--- config.mk ---
export PLATFORM = sky130hd
export DESIGN_NAME = l2t_sii_iq_rcv
export DESIGN_NICKNAME = d
export VERILOG_FILES = /design/src/rtl/l2t_sii_iq_rcv.sv
export SDC_FILE = /design/constraint.sdc
export NUM_CORES = 1
export LEC_CHECK = 0
export ABC_AREA = 1
export CORE_MARGIN = 1.5
export CORE_UTILIZATION = 44
export CTS_CLUSTER_SIZE = 16
export DETAILED_ROUTE_END_ITERATION = 7
export GPL_TIMING_DRIVEN = 0
export PLACE_DENSITY = 0.73
export REMOVE_ABC_BUFFERS = 1
export SETUP_SLACK_MARGIN = 0.15
export SLEW_MARGIN = 20
export SYNTH_ARGS = -nofsm -noshare
export SYNTH_HDL_FRONTEND = slang
export SYNTH_SLANG_ARGS = --single-unit
--- constraint.sdc ---
create_clock -name iol2clk -period 7.72 [get_ports iol2clk]
set_input_delay 1.93 -clock iol2clk [delete_from_list [all_inputs] [get_ports iol2clk]]
set_output_delay 1.93 -clock iol2clk [all_outputs]
set_load 0.05 [all_outputs]
--- src/rtl/l2t_sii_iq_rcv.sv ---
// SII->L2T inbound request receiver: assembles 4-word packets into decoded
// entries, buffers them in a DEPTH-entry queue and returns credits on pop.
module l2t_sii_iq_rcv #(
    parameter int unsigned DEPTH = 4,
    parameter int unsigned CNTW  = 3
) (
    input  logic            iol2clk,
    input  logic            rst_l,
    input  logic [31:0]     sii_l2t_req,
    input  logic            sii_l2t_req_vld,
    input  logic            pipe_pop,
    output logic            iq_vld,
    output logic [3:0]      iq_opcode,
    output logic [2:0]      iq_cfg,
    output logic [13:0]     iq_tag,
    output logic [39:0]     iq_addr,
    output logic [63:0]     iq_data,
    output logic [CNTW-1:0] iq_cnt,
    output logic            l2t_sii_iq_dequeue,
    output logic            err_ovf,
    output logic            err_proto,
    output logic            err_opc
);

    localparam int unsigned PW = $clog2(DEPTH);
    localparam logic [3:0] OPC_RD64 = 4'b0001;
    localparam logic [3:0] OPC_WR8  = 4'b0010;
    localparam logic [3:0] OPC_WRI  = 4'b0100;

    typedef enum logic [1:0] {IDLE, A1, D2, D3} state_e;

    typedef struct packed {
        logic [3:0]  opcode;
        logic [2:0]  cfg;
        logic [13:0] tag;
        logic [39:0] addr;
        logic [63:0] data;
    } entry_t;

    state_e          state_q, state_d;
    logic            cap_w0, cap_w1, cap_w2, last_w, proto_hit;

    logic [3:0]      opc_q;
    logic [2:0]      cfg_q;
    logic [13:0]     tag_q;
    logic [39:0]     addr_q;
    logic [31:0]     dhi_q;

    entry_t          mem_q [DEPTH];
    entry_t          new_entry, head;
    logic [PW-1:0]   wr_ptr_q, rd_ptr_q;
    logic [CNTW-1:0] cnt_q, cnt_d;
    logic            deq_q, ovf_q, proto_q, opc_err_q;
    logic            opc_legal, full, pop_acc, push, drop_ovf, drop_opc;

    // ---- assembly FSM ----
    always_ff @(posedge iol2clk or negedge rst_l) begin
        if (!rst_l) state_q <= IDLE;
        else        state_q <= state_d;
    end

    always_comb begin
        state_d = state_q;
        unique case (state_q)
            IDLE:    if (sii_l2t_req_vld) state_d = A1;
            A1:      state_d = D2;
            D2:      state_d = D3;
            D3:      state_d = IDLE;
            default: state_d = IDLE;
        endcase
    end

    always_comb begin
        cap_w0    = (state_q == IDLE) && sii_l2t_req_vld;
        cap_w1    = (state_q == A1);
        cap_w2    = (state_q == D2);
        last_w    = (state_q == D3);
        proto_hit = (state_q != IDLE) && sii_l2t_req_vld;
    end

    always_ff @(posedge iol2clk or negedge rst_l) begin
        if (!rst_l) begin
            opc_q  <= '0;
            cfg_q  <= '0;
            tag_q  <= '0;
            addr_q <= '0;
            dhi_q  <= '0;
        end else begin
            if (cap_w0) begin
                opc_q         <= sii_l2t_req[30:27];
                cfg_q         <= sii_l2t_req[26:24];
                tag_q         <= sii_l2t_req[21:8];
                addr_q[39:32] <= sii_l2t_req[7:0];
            end
            if (cap_w1) addr_q[31:0] <= sii_l2t_req;
            if (cap_w2) dhi_q        <= sii_l2t_req;
        end
    end

    // ---- queue control; w3 is taken straight from the bus in the D3 cycle ----
    assign opc_legal = (opc_q == OPC_RD64) || (opc_q == OPC_WR8) || (opc_q == OPC_WRI);
    assign full      = (cnt_q == CNTW'(DEPTH));
    assign pop_acc   = pipe_pop && (cnt_q != '0);
    assign push      = last_w && opc_legal && (!full || pop_acc);
    assign drop_ovf  = last_w && opc_legal && full && !pop_acc;
    assign drop_opc  = last_w && !opc_legal;

    always_comb begin
        new_entry.opcode = opc_q;
        new_entry.cfg    = cfg_q;
        new_entry.tag    = tag_q;
        new_entry.addr   = addr_q;
        new_entry.data   = (opc_q == OPC_WR8) ? {dhi_q, sii_l2t_req} : '0;
    end

    always_comb begin
        cnt_d = cnt_q;
        if (push && !pop_acc)      cnt_d = cnt_q + CNTW'(1);
        else if (!push && pop_acc) cnt_d = cnt_q - CNTW'(1);
    end

    always_ff @(posedge iol2clk) begin
        if (push) mem_q[wr_ptr_q] <= new_entry;
    end

    always_ff @(posedge iol2clk or negedge rst_l) begin
        if (!rst_l) begin
            wr_ptr_q  <= '0;
            rd_ptr_q  <= '0;
            cnt_q     <= '0;
            deq_q     <= 1'b0;
            ovf_q     <= 1'b0;
            proto_q   <= 1'b0;
            opc_err_q <= 1'b0;
        end else begin
            if (push)    wr_ptr_q <= wr_ptr_q + PW'(1);
            if (pop_acc) rd_ptr_q <= rd_ptr_q + PW'(1);
            cnt_q     <= cnt_d;
            deq_q     <= pop_acc;
            ovf_q     <= ovf_q | drop_ovf;
            proto_q   <= proto_q | proto_hit;
            opc_err_q <= opc_err_q | drop_opc;
        end
    end

    // ---- head presentation, forced to zero while empty ----
    assign head = (cnt_q != '0) ? mem_q[rd_ptr_q] : '0;

    assign iq_vld             = (cnt_q != '0);
    assign iq_opcode          = head.opcode;
    assign iq_cfg             = head.cfg;
    assign iq_tag             = head.tag;
    assign iq_addr            = head.addr;
    assign iq_data            = head.data;
    assign iq_cnt             = cnt_q;
    assign l2t_sii_iq_dequeue = deq_q;
    assign err_ovf            = ovf_q;
    assign err_proto          = proto_q;
    assign err_opc            = opc_err_q;

endmodule

# --- Yosys cells after proc, flatten, opt, wreduce, memory -nomap -nowiden ---
# Memory sizes are Yosys's and may differ from the RTL's.
# Index checks and enable logic that the tools add are counted.
op_classes:
  bitwise: 3
  mux: 8
  n_eq_ne: 8
  addsub: 4
  reduce_logical: 21
op_table:
  columns: ["cell", "n"]
  rows:
  - ["$mux W125", 1]
  - ["$mux W64", 1]
  - ["$logic_and A1 B1 Y1", 10]
  - ["$pmux W2 S4", 1]
  - ["$mux W3", 2]
  - ["$add A2 B1 Y2 const B", 2]
  - ["$eq A2 B2 Y1 const B", 2]
  - ["$eq A4 B1 Y1 const B", 1]
  - ["$eq A4 B2 Y1 const B", 1]
  - ["$eq A4 B3 Y1 const B", 1]
  - ["$logic_not A1 Y1", 4]
  - ["$reduce_bool A2 Y1", 2]
  - ["$add A3 B1 Y3 const B", 1]
  - ["$eq A3 B3 Y1 const B", 1]
  - ["$logic_or A1 B1 Y1", 3]
  - ["$or A1 B1 Y1", 3]
  - ["$reduce_bool A3 Y1", 1]
  - ["$sub A3 B1 Y3 const B", 1]
  - ["$eq A2 B1 Y1 const B", 1]
  - ["$logic_not A2 Y1", 1]
  - ["$mux W1", 2]
  - ["$mux W2", 1]
  - ["$ne A2 B2 Y1 const B", 1]
totals:
  wordCells: 59
  input_bits: 36
  ramBits: 500
  mem_count: 1
  register_bits: 106
  out_inout_bits: 133
mem_list:
  columns: ["name", "depth", "word_bits", "rd", "rd_ports_with_merged_regs", "write_ports", "line", "text"]
  rows:
  - ["mem_q", 4, 125, 1, 0, 1, "49", "entry_t mem_q [DEPTH];"]

# --- Longest topological paths before layout ---
# Gate-level depths: netlist (run 1).
logic_depth:
  ltp_word: 9
  depth_mapped: 13
  depth_no_buf: 13

# --- Least setup slack after synthesis (run 1) ---
# Ideal clock, no wire load.
synth_path:
  kind: "input port to flip-flop"
  start: "input pipe_pop"
  end: "memory mem_q[0][0] (netlist bit) (enable)"
  n_path_buf: 0
  setup_slack_ns: -0.401
  t_required_ns: 7.109
  arrival_time_ns: 7.510
  path_stages: 4
  setup_ns: 0.611
  cell_sequence: "inv_1 nand3_1 nand3_1 nor2_1"
synth_between:
  elab_chain_len: 5
synth_lines:
  columns: ["element", "line", "text"]
  rows:
  - ["start, declared", "11", "input logic pipe_pop,"]
  - ["$logic_and A1 B1 Y1", "103", "assign pop_acc = pipe_pop && (cnt_q != '0);"]
  - ["$logic_or A1 B1 Y1", "104", "assign push = last_w && opc_legal && (!full || pop_acc);"]
  - ["$logic_and A1 B1 Y1", "104", null]
  - ["$mux W1", "123", "if (push) mem_q[wr_ptr_q] <= new_entry;"]
  - ["$mux W1 (not written as such)", "123", null]
  - ["end, declared", "49", null]
# No other way between the ends.

# --- Worst setup path in the final report (run 1) ---
layout_path:
  start: "register rd_ptr_q[1]"
  end: "output iq_addr[16]"
layout_between:
  elab_chain_len: 2
layout_lines:
  columns: ["element", "line", "text"]
  rows:
  - ["start, declared", "51", "logic [PW-1:0] wr_ptr_q, rd_ptr_q;"]
  - ["start signal, assigned", "137", "if (pop_acc) rd_ptr_q <= rd_ptr_q + PW'(1);"]
  - ["$mem_v2 Z4 W125", null, null]
  - ["$mux W125", "147", "assign head = (cnt_q != '0) ? mem_q[rd_ptr_q] : '0;"]
  - ["end, declared", "16", "output logic [39:0] iq_addr,"]
# No other way between the ends.

==> results.cfg, run 1 <==
[status]
status = completed

[critical_path]
worstSetupPathType = reg2out
cp-start-kind = flop
critPathCaptureType = output pin
crit_path_max_fanout = 71
r2r_setup_slack_ns = 4.57
r2r_start = opc_q[0]$_DFFE_PN0P_
required_ns = 5.79
arrival_ns = 3.70
startpoint = rd_ptr_q[1]$_DFFE_PN0N_

[cts]
htreeDepth = 2
hold_buffers = 0
postCtsSetupBuffers = 0
clockBufferDepth = 3
cts_tree = built
cts_root_buffer = clkbuf_16
cts_buffers = 58
cts.sinks = 606
clk_latency_ns = 0.60
path_clk_slew_ns = 0.06
ctsResizeCount = 0

[synth]
synthTopCellsByCount = nor2_1 (606), edfxtp_1 (500), o21ai_0 (173)
syn_area_um2 = 23750
synth_seq_area_share_pct = 74.38
synthArstFlopShare_pct = 17.49
synth_cell_type_count = 26
synth_top_area_share_pct = 63.21
synth-main-ff-cell = edfxtp_1
ys_ff_latch = 606
synth_edf_count = 500
netlist_top_cells_area = edfxtp_1 (63%), dfrtp_1 (11%), nor2_1 (9.6%)
synth_cells = 1988
yosysTopAreaCell = edfxtp_1
avgSynthCellArea_um2 = 11.95
post-synth-top-count-cell = nor2_1
ys_warn_count = 0

[worst_hold_path]
hold_class = reg2reg
holdCritStartpoint = err_proto$_DFF_PN0_

[pwr]
cellLeakagePower_nw = 10.22
p_per_area_nw_per_um2 = 477.8
power.total_w = 0.01374
irDropWorstVdd_v = 0.0004205

[sta]
clock_skew_ns = 0.02124
period_minus_slack_ns = 5.631
max-slew-margin-rel_pct = 47.03
tns_ns = 0
slew_violations = 0
rsz0062_at_grt = false
finalSetupViolCount = 0
holdWs_ns = 0.4834
fmax_ghz = 0.1776
hold_violations = 0
period_share_pct = 72.94
worst_pin_slew_ns = 0.7927

[grt]
grt_pass1_vias = 15360
grt.overflow.total = 0
grt_max_degree = 156
antenna_found_initial = 1
track_usage_pct = 19.89
grt_pass1_wl_mm = 85.13

[die]
ios = 169
fp.dieW_um = 235.3
die_area_um2 = 55390
die_h_um = 235.3
coreArea_um2 = 52970
rows = 84
initial_utilization_pct = 44.84

[finish]
stdcell_count = 2872
insertedDiodeCount = 0
layout-drive-gt1-share_pct = 6.822
layout.area.seq_um2 = 17670
areaGrowthSynthToFinish_pct = 21.11
multiInputGateArea_um2 = 5231
nFillCells = 4242
final_nets = 2181
final_util_pct = 54.31

[route]
route.detailed.drc = 0
drt_first_pass_iters = 5
routed-via-count = 15150
wl_mm = 55.03
antenna_left = 0
avgRoutedWirePerCell_um = 19.16
via_per_inst = 5.274
drt_iter0_markers = 1223

[place]
place_inst = 2763
gp_congestion = 0.7340
hpwl_mm = 30.70
io_buffers = 168

[run]
cap_viol_max_count = 0
## cell families after synthesis
group | after synthesis | share of synthesized area [%]
AOI/OAI and AO/OA | 476 | 10.07
xor gates and xnor gates | 3 | 0.1106
adders and majority gates | 10 | 0.5584
buffers and inverters | 204 | 3.914
DFF | 606 | 74.38
muxes | 1 | 0.04740
and+or+nand+nor | 688 | 10.92
## worst paths after layout
path / to / depth (start not counted)
max: iq_addr[16] / 6
min: err_proto$_DFF_PN0_ / 1
max reg2reg: mem_q[1][22]$_DFFE_PP_ / 10
min reg2reg: err_proto$_DFF_PN0_ / 1
max in group asynchronous: addr_q[21]$_DFFE_PN0N_ / 2
min in group asynchronous: dhi_q[1]$_DFFE_PN0P_ / 1
## critical path, stage by stage, from the launching register on
cell             delay (ns)
dfrtp_4                0.88
inv_8                  0.33
buf_16                 0.32
nor2_1                 0.16
o21ai_1                0.07
a21oi_1                0.35
clkdlybuf4s50_1        0.88
## metrics by stage
step,worst slack [ns],instance area (um2)
after CTS,2.064,28770
final,2.089,28770
after global routing,1.913,28770
after detailed placement,2.725,26760
after floorplan,-1.328,23140
after global placement,-7.640,25680
## power breakdown
part	total (W)	internal, W	switching, W
sequential	0.00457	0.00423	0.000341
combinational	0.00621	0.00189	0.00432
clock	0.00296	0.00177	0.00119
## layer usage
layer  vias to the layer above  track usage, %  part of all wire, %
li1                       7138               -                    -
met1                      7522           26.53                   43
met2                       417           33.94                   50
met3                        68           3.365                  5.4
met4                         2           5.044                  1.7
met5                         -               0                0.024
## layout make-up
| class | instances | share of cell area (%) |
|---|---|---|
| flip-flops and latches | 606 | 61.44 |
| multi-input cells | 1178 | 18.18 |
| repair buffers | 208 | 9.221 |
| clock buffers | 75 | 5.480 |
| well taps | 688 | 2.992 |
| clock inverters | 34 | 1.505 |
| inverters | 83 | 1.179 |
## placed cells by master (no fill, tap or decap), types with 2 or more instances in the layout
cell	n
ha_4	2
xor2_1	2
o21bai_1	2
buf_12	18
buf_16	22
clkinv_1	4
nor2_4	4
clkinvlp_4	4
o21ai_0	173
nand2_1	75
clkbuf_8	4
clkdlybuf4s50_1	167
clkbuf_1	12
inv_1	80
dfrtp_1	104
o21ai_1	142
nand3_1	2
clkbuf_16	59
dfrtp_4	2
nand4_1	2
a21oi_1	158
inv_6	2
inv_8	2
nor2_1	602
bufinv_16	10
ha_1	7
edfxtp_1	500
clkinv_2	14
## flip-flops by register name, summed over array words and instances, names as in the netlist
signal,flops
l2t_sii_iq_dequeue,1
state_q,2
mem_q,500
addr_q,40
opc_q,4
dhi_q,32
err_proto,1
rd_ptr_q,2
iq_cnt,3
err_ovf,1
cfg_q,3
wr_ptr_q,2
err_opc,1
tag_q,14
(Power assumes the default switching activity.)
==> inputs of run 2 (changes only) <==
==> constraint.sdc (replaced) <==
create_clock -name iol2clk -period 5.75 [get_ports iol2clk]
set_input_delay 1.4375 -clock iol2clk [delete_from_list [all_inputs] [get_ports iol2clk]]
set_output_delay 1.4375 -clock iol2clk [all_outputs]
set_load 0.05 [all_outputs]
==> results of run 2 <==
The final DEF is identical to that of run 1. Status: completed.
Among the figures that moved: setup slack after placement 2.725 ns -> 1.247 ns; setup slack after layout 2.089 ns -> 0.6117 ns; register-to-register setup slack 4.57 ns -> 2.60 ns; total power 0.01374 W -> 0.01845 W; worst IR drop on VDD 0.0004205 V -> 0.0005645 V
